[src/rtl/audio_mem_pkg.sv]
// Shared constants and types for the audio-memory port arbiter.
// Requester indices double as round-robin slots; REQ_PLAY is the real-time playback engine.
package audio_mem_pkg;
  localparam int NUM_REQ_DEF = 5;
  localparam int ADDR_W_DEF  = 23;
  localparam int DATA_W_DEF  = 16;

  localparam int REQ_PLAY   = 0;
  localparam int REQ_RECORD = 1;
  localparam int REQ_PITCH  = 2;
  localparam int REQ_MIX    = 3;
  localparam int REQ_LOAD   = 4;

  typedef enum logic [1:0] {
    IDLE  = 2'd0,
    ISSUE = 2'd1,
    DONE  = 2'd2
  } arb_state_t;
endpackage

[src/rtl/mem_access_arbiter_if.sv]
// Memory-controller side of the arbiter: one request held until a 1-cycle ack.
// master = arbiter (drives request and latched fields), slave = memory controller.
interface mem_access_arbiter_if
  import audio_mem_pkg::*;
#(
  parameter int ADDR_W = ADDR_W_DEF,
  parameter int DATA_W = DATA_W_DEF
);
  logic              mem_req;
  logic              mem_we;
  logic [ADDR_W-1:0] mem_addr;
  logic [DATA_W-1:0] mem_wdata;
  logic              mem_ack;
  logic [DATA_W-1:0] mem_rdata;

  modport master (
    output mem_req, mem_we, mem_addr, mem_wdata,
    input  mem_ack, mem_rdata
  );

  modport slave (
    input  mem_req, mem_we, mem_addr, mem_wdata,
    output mem_ack, mem_rdata
  );
endinterface

[src/rtl/mem_access_arbiter_rr_pick.sv]
// Combinational round-robin pick: first requester at or after ptr_i, wrapping N-1 -> 0.
// Zero latency; vld_o low (and gnt_o zero) when nobody requests.
module rr_pick
  import audio_mem_pkg::*;
#(
  parameter int N  = NUM_REQ_DEF,
  parameter int IW = $clog2(N)
) (
  input  logic [N-1:0]  req_i,
  input  logic [IW-1:0] ptr_i,
  output logic [N-1:0]  gnt_o,
  output logic [IW-1:0] idx_o,
  output logic          vld_o
);
  int j;

  // Scan from the farthest offset down so the nearest requester overwrites the rest.
  always_comb begin
    gnt_o = '0;
    idx_o = '0;
    vld_o = 1'b0;
    j     = 0;
    for (int k = N - 1; k >= 0; k--) begin
      j = (int'(ptr_i) + k) % N;
      if (req_i[j]) begin
        gnt_o    = '0;
        gnt_o[j] = 1'b1;
        idx_o    = IW'(j);
        vld_o    = 1'b1;
      end
    end
  end
endmodule

[src/rtl/mem_access_arbiter.sv]
// Round-robin + lock arbiter for the audio-memory port; PLAY_PRIORITY_EN lets REQ_PLAY override lock and rotation.
// Min 3 cycles/access (grant, wait ack, done pulse); mem_req held until mem_ack, requesters hold i_req until o_done.
module mem_access_arbiter
  import audio_mem_pkg::*;
#(
  parameter int NUM_REQ = NUM_REQ_DEF,
  parameter int ADDR_W  = ADDR_W_DEF,
  parameter int DATA_W  = DATA_W_DEF
) (
  input  logic                i_clk,
  input  logic                i_rst,
  input  logic [NUM_REQ-1:0]  i_req,
  input  logic [NUM_REQ-1:0]  i_lock,
  input  logic [NUM_REQ-1:0]  i_we,
  input  logic [ADDR_W-1:0]   i_addr  [NUM_REQ],
  input  logic [DATA_W-1:0]   i_wdata [NUM_REQ],
  output logic [NUM_REQ-1:0]  o_grant,
  output logic [NUM_REQ-1:0]  o_done,
  output logic [DATA_W-1:0]   o_rdata,
  mem_access_arbiter_if.master mem
);
  localparam int IDX_W = $clog2(NUM_REQ);

  arb_state_t         state_q, state_d;
  logic [IDX_W-1:0]   rr_ptr_q, rr_ptr_d;
  logic [IDX_W-1:0]   win_idx_q, win_idx_d;
  logic [IDX_W-1:0]   lock_idx_q, lock_idx_d;
  logic               lock_vld_q, lock_vld_d;
  logic [NUM_REQ-1:0] grant_q, grant_d;
  logic               mem_req_q, mem_req_d;
  logic               mem_we_q, mem_we_d;
  logic [ADDR_W-1:0]  mem_addr_q, mem_addr_d;
  logic [DATA_W-1:0]  mem_wdata_q, mem_wdata_d;
  logic [DATA_W-1:0]  rdata_q, rdata_d;

  logic [NUM_REQ-1:0] rr_gnt, pick_gnt;
  logic [IDX_W-1:0]   rr_idx, pick_idx;
  logic               rr_vld;

  rr_pick #(.N(NUM_REQ), .IW(IDX_W)) u_rr_pick (
    .req_i (i_req),
    .ptr_i (rr_ptr_q),
    .gnt_o (rr_gnt),
    .idx_o (rr_idx),
    .vld_o (rr_vld)
  );

  always_comb begin
    state_d     = state_q;
    rr_ptr_d    = rr_ptr_q;
    win_idx_d   = win_idx_q;
    lock_idx_d  = lock_idx_q;
    lock_vld_d  = lock_vld_q;
    grant_d     = grant_q;
    mem_req_d   = mem_req_q;
    mem_we_d    = mem_we_q;
    mem_addr_d  = mem_addr_q;
    mem_wdata_d = mem_wdata_q;
    rdata_d     = rdata_q;

    pick_gnt = rr_gnt;
    pick_idx = rr_idx;
    if (lock_vld_q && i_req[lock_idx_q]) begin
      pick_gnt             = '0;
      pick_gnt[lock_idx_q] = 1'b1;
      pick_idx             = lock_idx_q;
    end
`ifdef PLAY_PRIORITY_EN
    if (i_req[REQ_PLAY]) begin
      pick_gnt           = '0;
      pick_gnt[REQ_PLAY] = 1'b1;
      pick_idx           = IDX_W'(REQ_PLAY);
    end
`endif

    case (state_q)
      IDLE: begin
        if (lock_vld_q && !i_req[lock_idx_q]) lock_vld_d = 1'b0;
        if (rr_vld) begin
          state_d     = ISSUE;
          grant_d     = pick_gnt;
          win_idx_d   = pick_idx;
          rr_ptr_d    = (pick_idx == IDX_W'(NUM_REQ - 1)) ? '0 : pick_idx + 1'b1;
          mem_req_d   = 1'b1;
          mem_we_d    = i_we[pick_idx];
          mem_addr_d  = i_addr[pick_idx];
          mem_wdata_d = i_wdata[pick_idx];
        end
      end
      ISSUE: begin
        if (mem.mem_ack) begin
          state_d   = DONE;
          mem_req_d = 1'b0;
          if (!mem_we_q) rdata_d = mem.mem_rdata;
        end
      end
      DONE: begin
        // Lock decision is taken while the owner sees its o_done pulse.
        state_d    = IDLE;
        grant_d    = '0;
        lock_vld_d = i_lock[win_idx_q];
        lock_idx_d = win_idx_q;
      end
      default: state_d = IDLE;
    endcase
  end

  always_ff @(posedge i_clk or negedge i_rst) begin
    if (!i_rst) begin
      state_q     <= IDLE;
      rr_ptr_q    <= '0;
      win_idx_q   <= '0;
      lock_idx_q  <= '0;
      lock_vld_q  <= 1'b0;
      grant_q     <= '0;
      mem_req_q   <= 1'b0;
      mem_we_q    <= 1'b0;
      mem_addr_q  <= '0;
      mem_wdata_q <= '0;
      rdata_q     <= '0;
    end else begin
      state_q     <= state_d;
      rr_ptr_q    <= rr_ptr_d;
      win_idx_q   <= win_idx_d;
      lock_idx_q  <= lock_idx_d;
      lock_vld_q  <= lock_vld_d;
      grant_q     <= grant_d;
      mem_req_q   <= mem_req_d;
      mem_we_q    <= mem_we_d;
      mem_addr_q  <= mem_addr_d;
      mem_wdata_q <= mem_wdata_d;
      rdata_q     <= rdata_d;
    end
  end

  assign o_grant       = grant_q;
  assign o_done        = (state_q == DONE) ? grant_q : '0;
  assign o_rdata       = rdata_q;
  assign mem.mem_req   = mem_req_q;
  assign mem.mem_we    = mem_we_q;
  assign mem.mem_addr  = mem_addr_q;
  assign mem.mem_wdata = mem_wdata_q;
endmodule

[src/flat_wrapper.sv]
// flat-port wrapper written by rule: the top's interface ports become plain ports
module mem_access_arbiter_flat import audio_mem_pkg::*;
#(
  parameter int NUM_REQ = NUM_REQ_DEF,
  parameter int ADDR_W  = ADDR_W_DEF,
  parameter int DATA_W  = DATA_W_DEF
)
  (i_clk, i_rst, i_req, i_lock, i_we, i_addr, i_wdata, o_grant, o_done, o_rdata, mem_mem_req, mem_mem_we, mem_mem_addr, mem_mem_wdata, mem_mem_ack, mem_mem_rdata);
  mem_access_arbiter_if #(.ADDR_W(ADDR_W), .DATA_W(DATA_W)) mem_i ();
  input  logic i_clk;
  input  logic i_rst;
  input  logic [NUM_REQ-1:0] i_req;
  input  logic [NUM_REQ-1:0] i_lock;
  input  logic [NUM_REQ-1:0] i_we;
  input  logic [ADDR_W-1:0] i_addr[NUM_REQ];
  input  logic [DATA_W-1:0] i_wdata[NUM_REQ];
  output logic [NUM_REQ-1:0] o_grant;
  output logic [NUM_REQ-1:0] o_done;
  output logic [DATA_W-1:0] o_rdata;
  output wire logic [$bits(mem_i.mem_req)-1:0] mem_mem_req;
  output wire logic [$bits(mem_i.mem_we)-1:0] mem_mem_we;
  output wire logic [$bits(mem_i.mem_addr)-1:0] mem_mem_addr;
  output wire logic [$bits(mem_i.mem_wdata)-1:0] mem_mem_wdata;
  input wire logic [$bits(mem_i.mem_ack)-1:0] mem_mem_ack;
  input wire logic [$bits(mem_i.mem_rdata)-1:0] mem_mem_rdata;
  assign mem_mem_req = mem_i.mem_req;
  assign mem_mem_we = mem_i.mem_we;
  assign mem_mem_addr = mem_i.mem_addr;
  assign mem_mem_wdata = mem_i.mem_wdata;
  assign mem_i.mem_ack = mem_mem_ack;
  assign mem_i.mem_rdata = mem_mem_rdata;
  mem_access_arbiter #(.NUM_REQ(NUM_REQ), .ADDR_W(ADDR_W), .DATA_W(DATA_W)) u_core (.i_clk(i_clk), .i_rst(i_rst), .i_req(i_req), .i_lock(i_lock), .i_we(i_we), .i_addr(i_addr), .i_wdata(i_wdata), .o_grant(o_grant), .o_done(o_done), .o_rdata(o_rdata), .mem(mem_i));
endmodule
[config.mk]
export PLATFORM = sky130hd
export DESIGN_NAME = mem_access_arbiter_flat
export DESIGN_NICKNAME = d
export VERILOG_FILES = /design/src/rtl/audio_mem_pkg.sv /design/src/rtl/mem_access_arbiter_if.sv /design/src/rtl/mem_access_arbiter_rr_pick.sv /design/src/rtl/mem_access_arbiter.sv /design/src/flat_wrapper.sv
export SDC_FILE = /design/constraint.sdc
export NUM_CORES = 1
export LEC_CHECK = 0
export ABC_CLOCK_PERIOD_IN_PS = 11500
export BUFFER_PORTS_ARGS = -buffer_cell sky130_fd_sc_hd__buf_2
export CAP_MARGIN = 20
export CORE_ASPECT_RATIO = 1.1
export CORE_MARGIN = 2
export CORE_UTILIZATION = 53
export CTS_CLUSTER_DIAMETER = 150
export DETAILED_ROUTE_END_ITERATION = 10
export PLACE_DENSITY_LB_ADDON = 0.1
export SLEW_MARGIN = 5
export SYNTH_ARGS = -nofsm -noshare
export SYNTH_HDL_FRONTEND = slang
export SYNTH_HIERARCHICAL = 1
export SYNTH_SLANG_ARGS = --single-unit
[constraint.sdc]
create_clock -name i_clk -period 11.5 [get_ports i_clk]
set_input_delay 0.575 -clock i_clk [delete_from_list [all_inputs] [get_ports i_clk]]
set_output_delay 0.575 -clock i_clk [all_outputs]
set_load 0.05 [all_outputs]
==> results of run 1 <==
per-layer routing:
metal,vias up,routed length (um),track usage [%]
met5,-,14,0
met4,2,619,10.5
met3,45,1960,6.22
met2,348,11400,56.0
met1,3364,9420,43.9
li1,3351,-,-
cell usage after synthesis, types with 22 or more instances:
master | instances | area [um2]
mux2i_1 | 74 | 741
ha_1 | 27 | 338
o21ai_1 | 23 | 115
mux2_2 | 41 | 462
a221o_1 | 41 | 410
nor2_1 | 41 | 154
buf_2 | 22 | 110
o21ai_0 | 28 | 140
nand2_1 | 81 | 304
dfrtp_1 | 74 | 1850
o32ai_1 | 22 | 193
inv_1 | 27 | 101
area by class of cell:
cell class	count	area, um2
multi-input cells	586	4470
flip-flops and latches	74	1850
diodes	1	2.50
clock buffers	10	239
clock inverters	6	71.3
fillers	1069	3950
inverters	29	109
well taps	157	196
repair buffers	301	1540
stage by stage:
step / instance area, um2 / utilization (%) / worst slack, ns / std cells
finish: 8480 / 68.2 / 4.05 / 1164
global route: 8480 / 68.2 / 3.48 / 1164
CTS: 8480 / 68.2 / 4.17 / 1163
detailed placement: 8170 / 65.7 / 4.18 / 1147
global placement: 8160 / 65.6 / 4.36 / 1146
floorplan: 6670 / - / 5.21 / 740
path summary, 6_finish.rpt:
kind                                                       endpoint                            from  cells after the start
worst min register to register       u_core/o_rdata[11]$_DFFE_PN0P_  u_core/o_rdata[11]$_DFFE_PN0P_                      1
worst max register to register  u_core/mem.mem_addr[15]$_DFFE_PN0P_  u_core/rr_ptr_q[0]$_DFFE_PN0P_                     23
worst min-delay path            u_core/mem.mem_addr[14]$_DFFE_PN0P_                           i_rst                      1
worst max-delay path            u_core/mem.mem_addr[15]$_DFFE_PN0P_  u_core/rr_ptr_q[0]$_DFFE_PN0P_                     23
min in group i_clk               u_core/mem.mem_addr[9]$_DFFE_PN0P_                       i_addr[9]                      2
max in group asynchronous             u_core/lock_vld_q$_DFFE_PN0P_                           i_rst                      1
state kept, by name, summed over array words and instances (netlist names):
| name | cells |
|---|---|
| u_core/o_grant | 5 |
| u_core/mem.mem_we | 1 |
| u_core/rr_ptr_q | 3 |
| u_core/lock_vld_q | 1 |
| u_core/mem.mem_req | 1 |
| u_core/lock_idx_q | 3 |
| u_core/mem.mem_addr | 23 |
| u_core/o_rdata | 16 |
| u_core/state_q | 2 |
| u_core/mem.mem_wdata | 16 |
| u_core/win_idx_q | 3 |
layout by cell type, fill, tap and decap left out, types with 9 or more instances in the layout:
master and n:
nand2_1 81, mux2_2 41, clkbuf_16 9, ha_1 27, mux2i_1 74, dfrtp_1 74, o32ai_1 22, buf_2 294
a221o_1 41, o21ai_0 28, nor2_1 41, xnor2_1 11, a21oi_1 21, nor3_1 12, inv_1 27, o21ai_1 23
worst reg2reg max path, cell delays in order, from the launching register on:
cell and delay [ns]:
dfrtp_1 0.35, clkinv_1 0.52, ha_1 0.57, inv_1 0.14, ha_1 0.26, inv_1 0.13, ha_1 0.26, nor3_4 0.21
nor2_1 0.08, xnor2_1 0.45, ha_1 0.32, nand2b_1 0.09, a22o_2 0.26, xnor2_1 0.30, nor3b_1 0.16, o31ai_4 0.34
a221oi_1 0.13, o21a_1 0.20, nor2_1 0.11, nor3b_1 0.37, or2_1 0.84, nor3b_4 0.64, buf_4 0.42, a221o_1 0.23
cells by family (layout without fill, tap and decap cells):
kind of cell	count (synthesis)	count (layout)
other	0	1
DFF	74	74
buffers and inverters	80	346
AOI/OAI and AO/OA	225	225
and+or+nand+nor	203	203
muxes	116	116
xor gates and xnor gates	15	15
adders and majority gates	27	27
==> metrics.csv, run 1 <==
metric;value;unit
Post-synth EDFFs;0;
DR iter-0 viols;646;
Most common cell on crit path;ha_1;
Post-synth top flop;dfrtp_1;
Post-Syn Area;6670;um2
Synth Area in Simple Gates;15.1;%
drc violations;0;
Rel. slew slack;25.3;%
cts bufs inserted;9;
slew of the pin with the lowest slew margin;1.12;ns
GRT Residual Overflow;0;
clock root buffer;clkbuf_16;
Crit. End Element;flop;
peak per-stage delay on the critical path;0.84;ns
Seq cells post-synth;74;
crit-path max FO;28;
Antenna Nets Post-Route;0;
outcome;finished, final reports clean;
total die area;13500;um2
Avg Inst Size Synth;9.02;um2
first-pass GRT wire length;35400;um
CTS sink cnt;74;
Crit path buffers/inverters;4;
Vias per Instance;6.11;
WL per Instance;20.1;um
CP Launch Type;flop;
Synthesized Nets;996;
flop2flop setup slack;4.05;ns
Async S/R FF share, synth;100;%
number of H-tree levels;3;
minimum clock period;7.45;ns
CTS tree;yes;
Max Clk Rate;134;MHz
setup violators final;0;
cell family with most CP delay;simple AND/OR/NAND/NOR gates;
Yosys warning count;6;
Hold Buf Count CTS;0;
CP Cell Sequence;clkinv_1 -> ha_1 -> inv_1 -> ha_1 -> inv_1 -> ha_1 -> nor3_4 -> nor2_1 -> xnor2_1 -> ha_1 -> nand2b_1 -> a22o_2 -> xnor2_1 -> nor3b_1 -> o31ai_4 -> a221oi_1 -> o21a_1 -> nor2_1 -> nor3b_1 -> or2_1 -> nor3b_4 -> buf_4 -> a221o_1;
dominant combinational cell family by area after synthesis;compound AO/OA/AOI/OAI gates;
Die Y;122;um
mux cell area share after synthesis;18.2;%
die span in x;111;um
unrepaired setup endpoints after global routing;no;
Hold Worst Slack;0.367;ns
WP data arrival;7.72;ns
final wirelength;23400;um
post-synthesis xor/xnor area fraction;2.19;%
initial antenna violation count;2;
vias;7110;
WP data required;11.77;ns
Slew Viols, Final;0;
global-route usage over all layers;33.3;%
Synth Area in Compound Gates;26.1;%
detailed placer's ending HPWL;18000;um
GP Congestion;0.964;
Worst Hold Class;in -> async;
crit path kind;reg -> reg;
pin count of the biggest net entering global routing;75;
Cell Rows;43;
Setup TNS;0;ns
clk_lat worst skew;0.34;ns
register area share after synthesis;27.7;%
IO Pins;296;
first-pass iteration count of the detailed router;6;
post-synthesis adder-cell area fraction;5.06;%
Tcrit/Tclk final;64.8;%
Gate Count Post-Synth;740;
Starting Density;53.7;%
post-cts gate resize count;0;
clock buffer depth;2;
clk slew on worst S/H paths;0.06;ns
count of final hold-check violations;0;
Core Area;12400;um2
IO buf count;295;
vias in the first global route;6675;
nets@finish;1257;
synth unique cells;87;
slowest cell on the critical path;or2_1;
post-CTS setup buffer count;0;
share of cells above drive strength 1;38.4;%
maxcap violations;0;
Area Overhead vs Synth;27.0;%
clock skew;0.00771;ns
Power of run 1 is not shown: default switching activity piles up to over one toggle a cycle in this logic, so the estimate is an artifact.
==> inputs of run 2 (changes only) <==
--- a/config.mk
+++ b/config.mk
@@ -5,12 +5,12 @@
 export SDC_FILE = /design/constraint.sdc
 export NUM_CORES = 1
 export LEC_CHECK = 0
-export ABC_CLOCK_PERIOD_IN_PS = 11500
+export ABC_CLOCK_PERIOD_IN_PS = 7100
 export BUFFER_PORTS_ARGS = -buffer_cell sky130_fd_sc_hd__buf_2
 export CAP_MARGIN = 20
 export CORE_ASPECT_RATIO = 1.1
 export CORE_MARGIN = 2
-export CORE_UTILIZATION = 53
+export CORE_UTILIZATION = 49
 export CTS_CLUSTER_DIAMETER = 150
 export DETAILED_ROUTE_END_ITERATION = 10
 export PLACE_DENSITY_LB_ADDON = 0.1
==> constraint.sdc (replaced) <==
create_clock -name i_clk -period 7.1 [get_ports i_clk]
set_input_delay 0.355 -clock i_clk [delete_from_list [all_inputs] [get_ports i_clk]]
set_output_delay 0.355 -clock i_clk [all_outputs]
set_load 0.05 [all_outputs]
==> run 2 against run 1 <==
- hold slack got worse by 0.23 ns
- cell count rose by 3.3%
- final area increased by 0.90%
- flip-flop and latch count unchanged
- critical path type unchanged
- largest cell class unchanged
==> metrics.csv, run 2 (synthesized netlist as in run 1, its figures left out) <==
metric;value;unit
GR Layer Usage met3;6.98;%
R2R cell count;21;
CP Cell Sequence;inv_2 -> ha_1 -> inv_1 -> ha_1 -> nor3_4 -> nor2_1 -> xnor2_1 -> ha_1 -> nand2b_1 -> a22o_2 -> xnor2_1 -> nor3b_1 -> o31ai_4 -> a221oi_1 -> o21a_1 -> nor2_1 -> nor3b_1 -> buf_4 -> or2_1 -> nor2_2 -> a221o_1;
Core Area;13300;um2
Most common cell on crit path;ha_1;
unrepaired setup endpoints after global routing;no;
Max Clk Rate;156;MHz
first-pass GRT wire length;37000;um
clock buffer depth;2;
CTS sink cnt;74;
Rel. slew slack;37.2;%
Vias per Instance;5.89;
final cell count without fillers;1202;
nets@finish;1266;
CP Launch Type;flop;
DP Cell Count;1183;
Worst Hold Class;in -> async;
count of final hold-check violations;0;
share of cells above drive strength 1;38.8;%
post-CTS setup buffer count;0;
detailed placer's ending HPWL;18400;um
number of flip-flops in the largest register;23;
WP data required;7.38;ns
filler instances;1177;
Slew Viols, Final;0;
setup slack at placement;0.805;ns
area post-placement;8270;um2
minimum clock period;6.41;ns
Cell Rows;44;
number of H-tree levels;3;
first-pass iteration count of the detailed router;4;
met2 global-route usage;54.7;%
Post-Layout Inst Area;8550;um2
IO buf count;295;
CTS tree;yes;
crit-path max FO;19;
global-route usage over all layers;32.7;%
post-cts gate resize count;0;
Crit. End Element;flop;
slew of the pin with the lowest slew margin;0.943;ns
Area Overhead vs Synth;28.2;%
initial antenna violation count;2;
cts bufs inserted;9;
pin count of the biggest net entering global routing;76;
outcome;finished, final reports clean;
clk slew on worst S/H paths;0.06;ns
most frequent cells in the layout;buf_2, nand2_1, mux2i_1, dfrtp_1;
DR iter-0 viols;460;
Setup TNS;0;ns
Tcrit/Tclk final;90.3;%
vias in the first global route;6986;
clock root buffer;clkbuf_16;
leading cell type in the layout, fill and taps excluded;buf_2;
worst setup margin;0.689;ns
WP data arrival;6.69;ns
Hold Buf Count CTS;0;
vias;7077;
clk_lat worst skew;0.35;ns
GP Congestion;0.941;
final wirelength;23700;um
Global Route met1 Usage;40.7;%
WL per Instance;19.7;um
Worst R2R End;u_core/mem.mem_wdata[6]$_DFFE_PN0P_;
slowest cell on the critical path;nor2_2;
IO Pins;296;
drc violations;0;
GRT Residual Overflow;0;
peak per-stage delay on the critical path;0.75;ns
Die Y;126;um
cell family with most CP delay;simple AND/OR/NAND/NOR gates;
Crit path buffers/inverters;3;
clock skew;0.00969;ns
maxcap violations;0;
setup violators final;0;
crit path kind;reg -> reg;
Antenna Nets Post-Route;0;
total die area;14600;um2
Worst R2R Start;u_core/rr_ptr_q[1]$_DFFE_PN0P_;
flop2flop setup slack;0.69;ns
Starting Density;50.3;%
layer with the highest usage;met2;
die span in x;115;um
-- run 2: worst max path at each step --
stage,startpoint,endpoint,cells after the start
2_1_floorplan,u_core/rr_ptr_q[0]$_DFFE_PN0P_,u_core/mem.mem_addr[0]$_DFFE_PN0P_,26
3_3_place_gp,u_core/rr_ptr_q[1]$_DFFE_PN0P_,u_core/mem.mem_addr[6]$_DFFE_PN0P_,22
3_5_place_dp,u_core/rr_ptr_q[1]$_DFFE_PN0P_,u_core/mem.mem_wdata[11]$_DFFE_PN0P_,24
4_1_cts,u_core/rr_ptr_q[1]$_DFFE_PN0P_,u_core/mem.mem_addr[6]$_DFFE_PN0P_,23
5_1_grt,u_core/rr_ptr_q[1]$_DFFE_PN0P_,u_core/mem.mem_wdata[3]$_DFFE_PN0P_,21
6_report,u_core/rr_ptr_q[1]$_DFFE_PN0P_,u_core/mem.mem_wdata[6]$_DFFE_PN0P_,21
-- run 2: area by class of cell --
type / instances / area (um2) / share of cell area, %
Multi-Input combinational cell: 586 / 4470 / 52.3
Sequential cell: 74 / 1850 / 21.6
Timing Repair Buffer: 310 / 1600 / 18.8
Clock buffer: 11 / 243 / 2.84
Tap cell: 184 / 230 / 2.69
Inverter: 29 / 109 / 1.27
Clock inverter: 5 / 37.5 / 0.439
Antenna cell: 3 / 7.51 / 0.0878
-- run 2: per-stage QoR --
step                      hold slack (ns)  utilization (%)
after floorplan                    0.0594                -
after global placement              0.485             62.3
after detailed placement            0.490             62.3
after CTS                           0.184             64.4
after global routing                0.229             64.5
final                               0.139             64.5
-- run 2: metal layers --
| metal | wire length, um | vias up | part of all wire [%] |
|---|---|---|---|
| met5 | 0 | - | 0 |
| li1 | - | 3371 | - |
| met3 | 1460 | 56 | 6.2 |
| met4 | 840 | 0 | 3.5 |
| met1 | 9750 | 3367 | 41 |
| met2 | 11600 | 283 | 49 |
Power of run 2 is left out for the same reason.
==> inputs of run 3 (changes only) <==
--- a/config.mk
+++ b/config.mk
@@ -9,10 +9,12 @@
 export BUFFER_PORTS_ARGS = -buffer_cell sky130_fd_sc_hd__buf_2
 export CAP_MARGIN = 20
 export CORE_ASPECT_RATIO = 1.1
-export CORE_MARGIN = 2
-export CORE_UTILIZATION = 49
+export CORE_MARGIN = 1
+export CORE_UTILIZATION = 50
+export CTS_BUF_LIST = sky130_fd_sc_hd__clkbuf_2
 export CTS_CLUSTER_DIAMETER = 150
 export DETAILED_ROUTE_END_ITERATION = 10
+export GPL_TIMING_DRIVEN = 0
 export PLACE_DENSITY_LB_ADDON = 0.1
 export SLEW_MARGIN = 5
 export SYNTH_ARGS = -nofsm -noshare
==> run 3 against run 2 <==
- the run now ends with DRC left
- final area up 7.1%
- register-to-register slack worse by 0.33 ns
- critical path depth up 6
- routed wire length up 8.1%
- critical path type unchanged
- highest routed layer unchanged
==> metrics.csv, run 3 (synthesized netlist as in run 1, its figures left out) <==
metric;value;unit
outcome;complete, but fails checks;
failing checks;DRC;
Slew Viols, Final;0;
nets@finish;1359;
cts bufs inserted;9;
CP startpoint;u_core/rr_ptr_q[0]$_DFFE_PN0P_;
filler instances;1078;
first-pass GRT wire length;38200;um
CP Launch Type;flop;
Crit path buffers/inverters;8;
number of flip-flops in the largest register;23;
DR iter-0 viols;658;
Max Clk Rate;148;MHz
final core utilization;71.6;%
setup violators final;0;
multi-input logic area;4500;um2
slew of the pin with the lowest slew margin;0.999;ns
Die Y;123;um
Cell Rows;43;
Crit. End Element;flop;
share of cells above drive strength 1;37.8;%
Seq. cell area;1850;um2
final wirelength;25600;um
Area Overhead vs Synth;37.3;%
# diodes;0;
area post-placement;8380;um2
Post-Layout Inst Area;9170;um2
clk slew on worst S/H paths;0.22;ns
peak per-stage delay on the critical path;0.56;ns
Rel. slew slack;32.9;%
pin count of the biggest net entering global routing;60;
Worst R2R Start;u_core/rr_ptr_q[0]$_DFFE_PN0P_;
total die area;13800;um2
WP data arrival;7.20;ns
Worst Hold Class;in -> reg;
slowest cell on the critical path;or4b_4;
leading cell type in the layout, fill and taps excluded;buf_2;
cell family with most CP delay;simple AND/OR/NAND/NOR gates;
Core Area;12800;um2
IO buf count;295;
GRT Residual Overflow;0;
die span in x;112;um
drc violations;2;
clock buffer depth;2;
count of final hold-check violations;0;
setup slack at placement;-0.775;ns
most frequent cells in the layout;buf_2, nand2_1, dfrtp_1;
first-pass iteration count of the detailed router;8;
IO Pins;296;
clock root buffer;clkbuf_2;
crit path kind;reg -> reg;
CTS tree;yes;
detailed placer's ending HPWL;19500;um
minimum clock period;6.74;ns
WP data required;7.57;ns
Starting Density;52.1;%
initial antenna violation count;0;
number of H-tree levels;3;
crit-path max FO;13;
Setup TNS;0;ns
CTS sink cnt;74;
WL per Instance;20.2;um
Vias per Instance;6.10;
global-route usage over all layers;36.3;%
Antenna Nets Post-Route;0;
vias;7716;
clock skew;0.0298;ns
clk_lat worst skew;0.57;ns
GP Congestion;0.954;
Tcrit/Tclk final;94.9;%
maxcap violations;0;
worst setup margin;0.364;ns
vias in the first global route;7222;
unrepaired setup endpoints after global routing;no;
Hold Crit Start;i_wdata[15];
run 3: cell types whose count changed in the layout (fill, tap and decap cells not counted), moves of 3 or more:
cell / before / now
mux2i_1: 74 / 71
dlygate4sd3_1: 0 / 56
buf_4: 15 / 5
clkbuf_16: 9 / 0
mux2i_2: 1 / 4
buf_6: 0 / 8
clkbuf_1: 1 / 17
buf_2: 294 / 312
diode_2: 3 / 0
clkbuf_2: 0 / 10
run 3: worst paths after layout:
kind | endpoint | slack, ns | cells past startpoint
setup reg to reg | u_core/mem.mem_wdata[11]$_DFFE_PN0P_ | 0.36 | 27
hold / removal | u_core/mem.mem_wdata[15]$_DFFE_PN0P_ | 0.05 | 2
min in group asynchronous | u_core/mem.mem_wdata[1]$_DFFE_PN0P_ | 0.17 | 2
max in group asynchronous | u_core/lock_idx_q[2]$_DFFE_PN0P_ | 6.38 | 3
hold reg to reg | u_core/mem.mem_addr[15]$_DFFE_PN0P_ | 0.54 | 1
setup / recovery | u_core/mem.mem_wdata[11]$_DFFE_PN0P_ | 0.36 | 27
run 3: cell type report:
| type | instances | share of cell area, % |
|---|---|---|
| sequential | 74 | 20.2 |
| multi-input combinational | 586 | 49.1 |
| timing repair buffer | 353 | 22.6 |
| clock buffer | 9 | 0.491 |
| buffer | 50 | 3.13 |
| tap | 157 | 2.14 |
| inverter | 29 | 1.23 |
| clock inverter | 7 | 1.09 |
run 3: per-layer routing:
metal	track usage, %	part of all wire, %	up-vias
li1	-	-	3562
met1	44.8	39	3638
met2	62.4	49	445
met3	7.01	8.5	71
met4	15.2	3.9	0
met5	0	0	-
run 3: repair_timing:
item,in CTS,in global routing
gates resized for setup,8,13
setup buffers,0,1
endpoints found under the setup margin,47,45
hold endpoints to repair,129,0
pin swaps,0,1
hold buffers,56,0
run 3: per-stage QoR:
step	hold WS [ns]	std cells
after global routing	0.0379	1265
final	0.0517	1265
after floorplan	0.0594	740
after detailed placement	0.236	1193
after global placement	0.484	1192
after CTS	0.00534	1264
Power of run 3 is left out for the same reason.
